<file path="src/rtl/count_tx_pkg.sv">
// Shared types and constants for the count-to-UART decimal reporter.
package count_tx_pkg;

  typedef enum logic [1:0] {
    IDLE,
    CONVERT,
    ISSUE,
    WAIT_DONE
  } state_t;

  localparam logic [7:0]  ASCII_ZERO  = 8'h30;
  localparam logic [7:0]  ASCII_SPACE = 8'h20;
  localparam logic [7:0]  ASCII_CR    = 8'h0D;
  localparam logic [7:0]  ASCII_LF    = 8'h0A;
  localparam logic [13:0] BCD_MAX     = 14'd9999;
  localparam int          CONV_CYCLES = 14;

endpackage

</file>
<file path="src/rtl/bin2bcd_seq.sv">
// Iterative shift-add-3 (double-dabble) converter, one bit per clock.
// bcd[3] is thousands, bcd[0] is units.
module bin2bcd_seq
  import count_tx_pkg::*;
(
  input  logic            clk,
  input  logic            reset,
  input  logic            start,
  input  logic [13:0]     bin,
  output logic            done,
  output logic [3:0][3:0] bcd
);

  logic [13:0] shift_q;
  logic [15:0] bcd_q;
  logic [15:0] adj;
  logic [3:0]  iter_q;
  logic        run_q;

  always_comb begin
    adj = bcd_q;
    for (int i = 0; i < 4; i++) begin
      if (bcd_q[4*i +: 4] >= 4'd5) adj[4*i +: 4] = bcd_q[4*i +: 4] + 4'd3;
    end
  end

  // High during the final iteration, so the caller can move on at the same
  // edge that makes bcd final.
  assign done = run_q && (iter_q == 4'(CONV_CYCLES - 1));
  assign bcd  = bcd_q;

  always_ff @(posedge clk or negedge reset) begin
    if (!reset) begin
      shift_q <= '0;
      bcd_q   <= '0;
      iter_q  <= '0;
      run_q   <= 1'b0;
    end else if (start) begin
      shift_q <= bin;
      bcd_q   <= '0;
      iter_q  <= '0;
      run_q   <= 1'b1;
    end else if (run_q) begin
      // NOTE: non-blocking so every register updates from pre-edge values.
      {bcd_q, shift_q} <= {adj, shift_q} << 1;
      iter_q           <= iter_q + 4'd1;
      if (done) run_q  <= 1'b0;
    end
  end

endmodule

</file>
<file path="src/rtl/count_tx_reporter.sv">
// Snapshots the 14-bit count on a trigger and sends it as four ASCII decimal
// digits (plus optional CR/LF) over the UART TX start/done handshake.
module count_tx_reporter
  import count_tx_pkg::*;
#(
  parameter int SEND_CRLF    = 1,
  parameter int LEADING_ZERO = 1
) (
  input  logic        clk,
  input  logic        reset,
  input  logic        trigger,
  input  logic [13:0] count,
  input  logic        tx_busy,
  input  logic        tx_done,
  output logic        tx_start,
  output logic [7:0]  tx_data,
  output logic        busy
);

  localparam logic [2:0] LAST_IDX = (SEND_CRLF != 0) ? 3'd5 : 3'd3;
  localparam logic       BLANK_EN = (LEADING_ZERO == 0);

  state_t          state_q, state_d;
  logic [2:0]      idx_q, idx_d;
  logic            tx_start_q, tx_start_d;
  logic [7:0]      tx_data_q, tx_data_d;
  logic [7:0]      cur_byte;
  logic [13:0]     sat_count;
  logic            conv_start, conv_done;
  logic [3:0][3:0] digits;
  logic            blank3, blank2, blank1;

  assign sat_count  = (count > BCD_MAX) ? BCD_MAX : count;
  assign conv_start = (state_q == IDLE) && trigger;

  // The converter's digit register is the frozen snapshot of the report.
  bin2bcd_seq u_bin2bcd (
    .clk   (clk),
    .reset (reset),
    .start (conv_start),
    .bin   (sat_count),
    .done  (conv_done),
    .bcd   (digits)
  );

  assign blank3 = BLANK_EN && (digits[3] == 4'd0);
  assign blank2 = blank3 && (digits[2] == 4'd0);
  assign blank1 = blank2 && (digits[1] == 4'd0);

  always_comb begin
    case (idx_q)
      3'd0:    cur_byte = blank3 ? ASCII_SPACE : (ASCII_ZERO | {4'h0, digits[3]});
      3'd1:    cur_byte = blank2 ? ASCII_SPACE : (ASCII_ZERO | {4'h0, digits[2]});
      3'd2:    cur_byte = blank1 ? ASCII_SPACE : (ASCII_ZERO | {4'h0, digits[1]});
      3'd3:    cur_byte = ASCII_ZERO | {4'h0, digits[0]};
      3'd4:    cur_byte = ASCII_CR;
      default: cur_byte = ASCII_LF;
    endcase
  end

  always_comb begin
    // NOTE: defaults first so no path through the case leaves a latch.
    state_d    = state_q;
    idx_d      = idx_q;
    tx_start_d = 1'b0;
    tx_data_d  = tx_data_q;
    case (state_q)
      IDLE: begin
        if (trigger) begin
          idx_d   = '0;
          state_d = CONVERT;
        end
      end
      CONVERT: begin
        if (conv_done) state_d = ISSUE;
      end
      ISSUE: begin
        if (!tx_busy) begin
          tx_start_d = 1'b1;
          tx_data_d  = cur_byte;
          state_d    = WAIT_DONE;
        end
      end
      WAIT_DONE: begin
        if (tx_done) begin
          if (idx_q == LAST_IDX) begin
            state_d = IDLE;
          end else begin
            idx_d   = idx_q + 3'd1;
            state_d = ISSUE;
          end
        end
      end
      default: state_d = IDLE;
    endcase
  end

  always_ff @(posedge clk or negedge reset) begin
    if (!reset) begin
      state_q    <= IDLE;
      idx_q      <= '0;
      tx_start_q <= 1'b0;
      tx_data_q  <= 8'h00;
    end else begin
      state_q    <= state_d;
      idx_q      <= idx_d;
      tx_start_q <= tx_start_d;
      tx_data_q  <= tx_data_d;
    end
  end

  assign tx_start = tx_start_q;
  assign tx_data  = tx_data_q;
  assign busy     = (state_q != IDLE);

endmodule
</file>
<file path="config.mk">
export PLATFORM = sky130hd
export DESIGN_NAME = count_tx_reporter
export DESIGN_NICKNAME = d
export VERILOG_FILES = /design/src/rtl/count_tx_pkg.sv /design/src/rtl/bin2bcd_seq.sv /design/src/rtl/count_tx_reporter.sv
export SDC_FILE = /design/constraint.sdc
export NUM_CORES = 1
export LEC_CHECK = 0
export ABC_AREA = 1
export CAP_MARGIN = 0
export CORE_ASPECT_RATIO = 0.7
export CORE_UTILIZATION = 50
export DETAILED_ROUTE_END_ITERATION = 12
export PLACE_DENSITY = 0.78
export SETUP_SLACK_MARGIN = 0.5
export SLEW_MARGIN = 20
export SYNTH_ARGS = -nofsm -noshare
export SYNTH_HDL_FRONTEND = slang
export SYNTH_SLANG_ARGS = --single-unit
export TNS_END_PERCENT = 100
</file>
<file path="constraint.sdc">
create_clock -name clk -period 3.4 [get_ports clk]
set_input_delay 0.68 -clock clk [delete_from_list [all_inputs] [get_ports clk]]
set_output_delay 0.68 -clock clk [all_outputs]
set_load 0.03 [all_outputs]
</file>
======== Word-level counts from Yosys, hierarchy flattened ========
Index checks and enable logic that the tools add are counted.
Widths: inputs -> output; s select.
storage, ports and cells
  logic and storage cells ................. 71
  bits of input ports ..................... 19
  register bits after elaboration ......... 49
  output and inout bits ................... 10
cells by class
  reduce and logical (&&, ||, !) cells .... 10
  eq/ne operators ......................... 14
  $add $sub $neg .......................... 6
  bitwise logic cells ..................... 1
  multiplexer cells ....................... 27
  magnitude comparators ................... 5
operators by type and width
  operator              count
  $mux 14               3
  $mux 16               2
  $pmux 6 s5            1
  $mux 4                5
  $ge 4x3->1 const B    4
  $gt 14x14->1 const B  1
  $add 4x2->4 const B   3
  $mux 3                4
  $mux 2                5
  $ne 2x2->1 const B    5
  $pmux 2 s4            1
  $reduce_and 4->1      2
  $eq 3x2->1 const B    2
  $eq 3x3->1 const B    2
  $pmux 3 s2            1
  $reduce_bool 2->1     3
  $mux 1                5
  $add 4x1->4 const B   1
  $eq 2x2->1 const B    2
  $eq 4x4->1 const B    1
  $add 3x1->3 const B   1
  $add 3x2->3 const B   1
  $eq 3x1->1 const B    1
  $logic_not 3->1       1
  5 further kinds       6

======== Longest topological paths before layout ========
Gate-level depths: netlist (run 1).
  word-level depth ........................ 5
  depth in mapped cells ................... 10
  mapped depth without buffers ............ 10

======== By module ========
Synthesis (run 1) repeated with hierarchy kept, for this count alone.
second synthesis, totals
  cell total of the unflattened synthesis .. 394
  area, all modules ....................... 2836.5 um^2
by module, submodules not included
  module             area an instance (um^2)  times used  cells an instance  sequential area each (um^2)
  bin2bcd_seq        1905.6                   1           234                875.8
  count_tx_reporter  930.9                    1           160                275.3

======== Worst setup path before layout (run 1) ========
Ideal clock, no wire load.
  path kind ............................... flip-flop to output port
  start ................................... register tx_data[4] (netlist name)
  end ..................................... output tx_data[5]
  arrival ................................. 0.721 ns
  required time ........................... 2.720 ns
  path buffers ............................ 1
  setup slack ............................. 1.999 ns
  stages on the path, launching flop included .. 2
  cell sequence ........................... dfrtp_1 -> buf_4
RTL lines
  item           RTL line                 source
  end, declared  count_tx_reporter.sv:16  output logic [7:0] tx_data,

======== Worst setup path in the final report (run 1) ========
  start ................................... register state_q[0]
  end ..................................... output busy
on the way
  cells in the longest elaborated chain, start to end .. 1
RTL lines
  item                    RTL line                  source
  start, declared         count_tx_reporter.sv:23   state_t state_q, state_d;
  start signal, assigned  count_tx_reporter.sv:105  state_q <= state_d;
  $reduce_bool 2->1       count_tx_reporter.sv:114  assign busy = (state_q != IDLE);
  end, declared           count_tx_reporter.sv:17   output logic busy
Every way passes these cells.

==> reports/results.ini, run 1 <==
[floorplan]
die_area_sq_um = 5730
ioPinCount = 29
core-area_sq_um = 5230
die_height_um = 63.6
initial_core_util_pct = 51.8
die_x_um = 90.0
rows = 22

[setup_path]
cp_top_family = buffers and inverters
crit_type = reg2out
crit_path_end_kind = primary output
required_ps = 2720
r2r_slack_ps = 1840
crit_chain = inv_1, nand2_1, clkdlybuf4s50_1
start_kind = flop
cp_max_fo = 5
cp_slowest_cell = clkdlybuf4s50_1
critPathBufInv = 2
critPathArrivalTime_ps = 1590
max_stage_delay_ps = 660

[drt]
ant_nets = 0
routed_via_density = 5.10
drtIter0Drc = 163
dr.pass1.iters = 5
wl_per_cell_um = 12.5
num_vias = 2281
drc_errors = 0
drt_wl_total_um = 5580

[clock_tree]
cts_tree = done
clk_latency_ps = 300
ctsResizeCount = 0
post-cts-setup-buffers = 0
root_buffer = clkbuf_8
cts.htree.levels = 2
ctsHoldBuffers = 0
numCtsBuffers = 5
clkSlewWorstSetupHoldPaths_ps = 80
clock_path_buffers = 2
clkSinkCount = 46

[placement]
portBuffers = 26
hpwl_um = 3980
globalplace.congestion = 0.851
dp_slack_ps = 1280

[sta]
timing.final.crit_share_pct = 66.7
tightest_slew_ps = 570
timing.final.crit_period_ps = 2270
skew_ps = 7.33
rsz0062_at_grt = false
fin_ws_ps = 1130
finalHoldViolations = 0
fin_setup_tns_ps = 0
fmax_mhz = 441
relSlewSlack_pct = 62.0
slew_violations = 0
setup_viol = 0

[synthesis]
synth-edff-count = 0
async_reset_ff_share_pct = 100
syn_avg_cell_area_sq_um = 7.70
yosysTopAreaCell = dfrtp_1
syn_area_sq_um = 2710
yosysWarnings = 0
ys.flop_type = dfrtp_1
synth.area.top_cells = dfrtp_1, nand2_1, o21ai_0
yosysTopAreaCellShare_pct = 42.5
netlist_instances = 352
synth_seq_cells = 46
ys_seq_area_share_pct = 42.5
synth_cell_types = 31

[power]
leakage_nw = 1.54
cellPowerDensity_nw_per_um2 = 910
vdd_drop_max_uv = 515

[cells_and_area]
fin_nets = 409
final_layout_size_suffix_gt1_share_pct = 5.33
antenna_cells = 0
fill_cells = 481
area_delta_synth_final_pct = 12.4

[status]
run_status = complete, no violations

[grt]
grt_pass1_vias = 2164
grt_first_pass_wirelength_um = 9830
overflow = 0
grt_max_degree = 47
grtUsageTotal_pct = 21.6
antenna_found_initial = 0

[flow_run]
drv_cap = 0

[hold_path]
hold_path.class = in2async

path summary, 6_finish.rpt:
path | from | to | cells past startpoint
max | state_q[0] | busy | 3
min | reset | u_bin2bcd.bcd[5] | 1
max reg2reg | state_q[0] | u_bin2bcd.shift_q[3] | 8
min reg2reg | tx_data[3] | tx_data[3] | 2
max in group asynchronous | reset | u_bin2bcd.run_q | 1
min in group clk | tx_data[3] | tx_data[3] | 2
layer usage:
| metal | wire length [um] | global-route usage (%) |
|---|---|---|
| met4 | 100 | 8.47 |
| met1 | 2810 | 29.9 |
| met3 | 244 | 3.86 |
| met2 | 2430 | 33.7 |
| met5 | 0 | 0 |
synthesized netlist by cell type, types with 2 or more instances:
cell and instances:
nor2_1 27, nand2_4 3, a31oi_1 2, o22ai_1 8
o21ai_0 45, nand2_1 88, inv_1 54, buf_4 4
and3_1 2, buf_2 2, a21oi_1 15, nand3_1 16
dfrtp_1 46, buf_6 4, ha_1 15, xor2_1 3
inv_2 3, nor2_4 2
stage by stage:
| step | instances | hold WS, ps | utilization (%) | power (mW) | area [sq um] |
|---|---|---|---|---|---|
| after floorplan | 353 | 384 | - | 2.09 | 2720 |
| after global placement | 440 | 467 | 56.7 | 2.38 | 2970 |
| after detailed placement | 440 | 469 | 56.7 | 2.42 | 2970 |
| after CTS | 447 | 490 | 58.2 | 2.77 | 3040 |
| after global routing | 447 | 417 | 58.3 | 3.05 | 3050 |
| final | 447 | 368 | 58.3 | 2.77 | 3050 |
cell usage in the layout, fill, tap and decap left out, types with 3 or more instances in the layout:
cell and n:
xor2_1 3, o22ai_1 8, dfrtp_1 46, ha_1 15, nor2_1 27, inv_2 3
o21ai_0 45, inv_1 54, nand2_1 88, nand2_4 3, nand3_1 16, a21oi_1 15
clkdlybuf4s50_1 25, clkbuf_8 5
cell type report:
class / count / area (sq um) / area share (%)
Multi-Input combinational cell: 238 / 1250 / 41.1
Timing Repair Buffer: 26 / 258 / 8.46
Inverter: 58 / 220 / 7.23
Clock buffer: 7 / 76.3 / 2.51
Sequential cell: 46 / 1150 / 37.8
Tap cell: 72 / 90.1 / 2.96
logic make-up after synthesis:
logic type | Yosys count | synth area share [%]
flops | 46 | 42.5
compound gates | 75 | 14.8
other cells | 1 | 0.138
fa+ha+maj | 15 | 6.92
simple gates | 143 | 23.2
xor+xnor | 3 | 0.969
buf+inv | 69 | 11.5
power by group:
group	internal, mW	total [mW]	switching (mW)
logic	0.533	1.45	0.913
clock network	0.142	0.324	0.182
registers	0.802	1.00	0.202
flip-flops by register name, summed over array words and instances, names as in the netlist:
register and count:
u_bin2bcd.iter_q 4, tx_start 1, u_bin2bcd.bcd 16, tx_data 5, u_bin2bcd.shift_q 14, u_bin2bcd.run_q 1
state_q 2, idx_q 3
No activity file was read; power rests on OpenSTA's default activity.
==> run 2: changes to the inputs <==
--- a/config.mk
+++ b/config.mk
@@ -10,7 +10,7 @@
 export CORE_ASPECT_RATIO = 0.7
 export CORE_UTILIZATION = 50
 export DETAILED_ROUTE_END_ITERATION = 12
-export PLACE_DENSITY = 0.78
+export PLACE_DENSITY = 0.81
 export SETUP_SLACK_MARGIN = 0.5
 export SLEW_MARGIN = 20
 export SYNTH_ARGS = -nofsm -noshare
==> constraint.sdc (replaced) <==
create_clock -name clk -period 1.9 [get_ports clk]
set_input_delay 0.38 -clock clk [delete_from_list [all_inputs] [get_ports clk]]
set_output_delay 0.38 -clock clk [all_outputs]
set_load 0.03 [all_outputs]
==> reports/results.ini, run 2 (synthesis results as in run 1) <==
[drt]
drtIter0Drc = 148  ; -9.2%
dr.pass1.iters = 5  ; unchanged
ant_nets = 0  ; unchanged
drc_errors = 0  ; unchanged
num_vias = 2451  ; +7.5%
routed_via_density = 5.17  ; +1.3%
wl_per_cell_um = 12.9  ; +3.3%
drt_wl_total_um = 6120  ; +9.6%

[cells_and_area]
fill_cells = 420  ; -13%
fin_nets = 435  ; +6.4%
fin_area_sq_um = 3480  ; +14%
multi_input_area_sq_um = 1460  ; +17%
final_common_cell = nand2_1
final_cell_mix = nand2_1, inv_1, dfrtp_1
antenna_cells = 0  ; unchanged
final_layout_size_suffix_gt1_share_pct = 25.1  ; +20 points
register_area_sq_um = 1160  ; +0.76%
area_delta_synth_final_pct = 28.3
largest_reg_flops = 16  ; unchanged

[sta]
skew_ps = 9.72  ; +2.39 ps
setup_viol = 0  ; unchanged
timing.final.crit_share_pct = 73.6
fin_ws_ps = 501  ; -631 ps
rsz0062_at_grt = true
timing.final.crit_period_ps = 1400
tightest_slew_ps = 545  ; -24.2 ps
fin_hold_ws_ps = 44.7  ; -324 ps
fmax_mhz = 715
relSlewSlack_pct = 63.6  ; +1.6 points
finalHoldViolations = 0  ; unchanged
fin_setup_tns_ps = 0  ; unchanged
slew_violations = 0  ; unchanged

[setup_path]
max_stage_delay_ps = 450  ; -210 ps
crit_type = reg2reg
cp_top_family = simple AND/OR/NAND/NOR gates
required_ps = 2100  ; -620 ps
critPathBufInv = 2  ; unchanged
rr_worst_depth = 8  ; unchanged
start_kind = flop
cp_max_fo = 10  ; +5
critPathArrivalTime_ps = 1600  ; about the same
crit_chain = nor2_4, nand2_8, nand2_8, inv_2, nand2_1, o21ai_0, inv_1, nand2_1
crit_path_end_kind = flop
crit_start = state_q[1]
cp.depth = 8  ; +5
cp_slowest_cell = dfrtp_2
reg2reg_from = state_q[1]

[clock_tree]
numCtsBuffers = 5  ; unchanged
cts_tree = done
clkSlewWorstSetupHoldPaths_ps = 90  ; about the same
clkSinkCount = 46  ; unchanged
clk_latency_ps = 310  ; about the same
root_buffer = clkbuf_8
ctsHoldBuffers = 0  ; unchanged
cts.htree.levels = 2  ; unchanged
clock_path_buffers = 2  ; unchanged

[floorplan]
die_height_um = 63.6  ; unchanged
die_x_um = 90.0  ; unchanged
rows = 22  ; unchanged
initial_core_util_pct = 51.8  ; unchanged
core-area_sq_um = 5230  ; unchanged
ioPinCount = 29  ; unchanged
die_area_sq_um = 5730  ; unchanged

[placement]
globalplace.congestion = 0.853  ; +0.26%
placed_cell_area_sq_um = 2990  ; +0.76%
portBuffers = 26  ; unchanged
hpwl_um = 3910  ; -1.7%
dp_slack_ps = 122  ; -1160 ps

[hold_path]
hold_path.class = in2async

[status]
run_status = complete, no violations

[grt]
grt_first_pass_wirelength_um = 9570  ; -2.7%
overflow = 0  ; unchanged
antenna_found_initial = 0  ; unchanged
grtUsageTotal_pct = 21.0  ; -0.63 points
grt_max_degree = 25  ; -47%
grt_pass1_vias = 2089  ; -3.5%

[power]
vdd_drop_max_uv = 594  ; +15%
leakage_nw = 1.69  ; +10%
cellPowerDensity_nw_per_um2 = 1700  ; +87%
finalPower_mw = 5.93  ; +110%

[flow_run]
drv_cap = 0  ; unchanged

[run 2: cell count changes in the layout (fill, tap and decap cells not counted), sizes merged]
cell and delta:
dlygate4sd2 +1, clkdlybuf4s15 +3, buf +28, bufinv +1
nand2 +2, clkbuf -1, clkinvlp +2, clkdlybuf4s50 -9
[run 2: routing by layer]
| layer | part of all wire (%) | vias to the layer above | GRT usage (%) |
|---|---|---|---|
| met3 | 4.7 | 6 | 4.23 |
| met1 | 48 | 1165 | 30.3 |
| met2 | 47 | 64 | 31.8 |
| met5 | 0 | - | 0 |
| li1 | - | 1216 | - |
| met4 | 0.75 | 0 | 6.05 |
[run 2: worst paths after layout]
check / slack, ps / endpoint
setup reg to reg: 500 / u_bin2bcd.shift_q[3]
max in group asynchronous: 1260 / u_bin2bcd.shift_q[0]
hold reg to reg: 490 / tx_data[1]
setup / recovery: 500 / u_bin2bcd.shift_q[3]
min in group clk: 490 / tx_data[1]
hold / removal: 40 / u_bin2bcd.bcd[6]
[run 2: worst register-to-register path, stage by stage (launching register included)]
cell and delay (ps):
dfrtp_2 450, nor2_4 210, nand2_8 130, nand2_8 120, inv_2 100, nand2_1 90, o21ai_0 100, inv_1 60
nand2_1 40
[run 2: power by group]
part,internal [mW],switching [mW],leakage (nW)
registers,1.45,0.375,0.563
clock network,0.391,0.353,0.0504
logic,1.38,1.99,1.08
total,3.22,2.71,1.69
[run 2: repair_timing]
item                                    CTS  global route
gates resized for setup                  36            76
endpoints found under the setup margin   15            38
pin swaps                                 1            15
buffers inserted                          3            18
gates cloned                              0             2
[run 2: final cells by class]
class                   instances  area share [%]
multi-input cells             240            42.0
flip-flops and latches         46            33.3
repair buffers                 50            12.4
inverters                      58            6.47
well taps                      72            2.59
clock buffers                   5            1.98
clock inverters                 3            1.29
[run 2: through the flow]
step | utilization (%) | std cells
finish | 66.5 | 474
CTS | 60.2 | 454
global route | 66.5 | 474
floorplan | - | 353
detailed placement | 57.2 | 443
global placement | 57.2 | 443
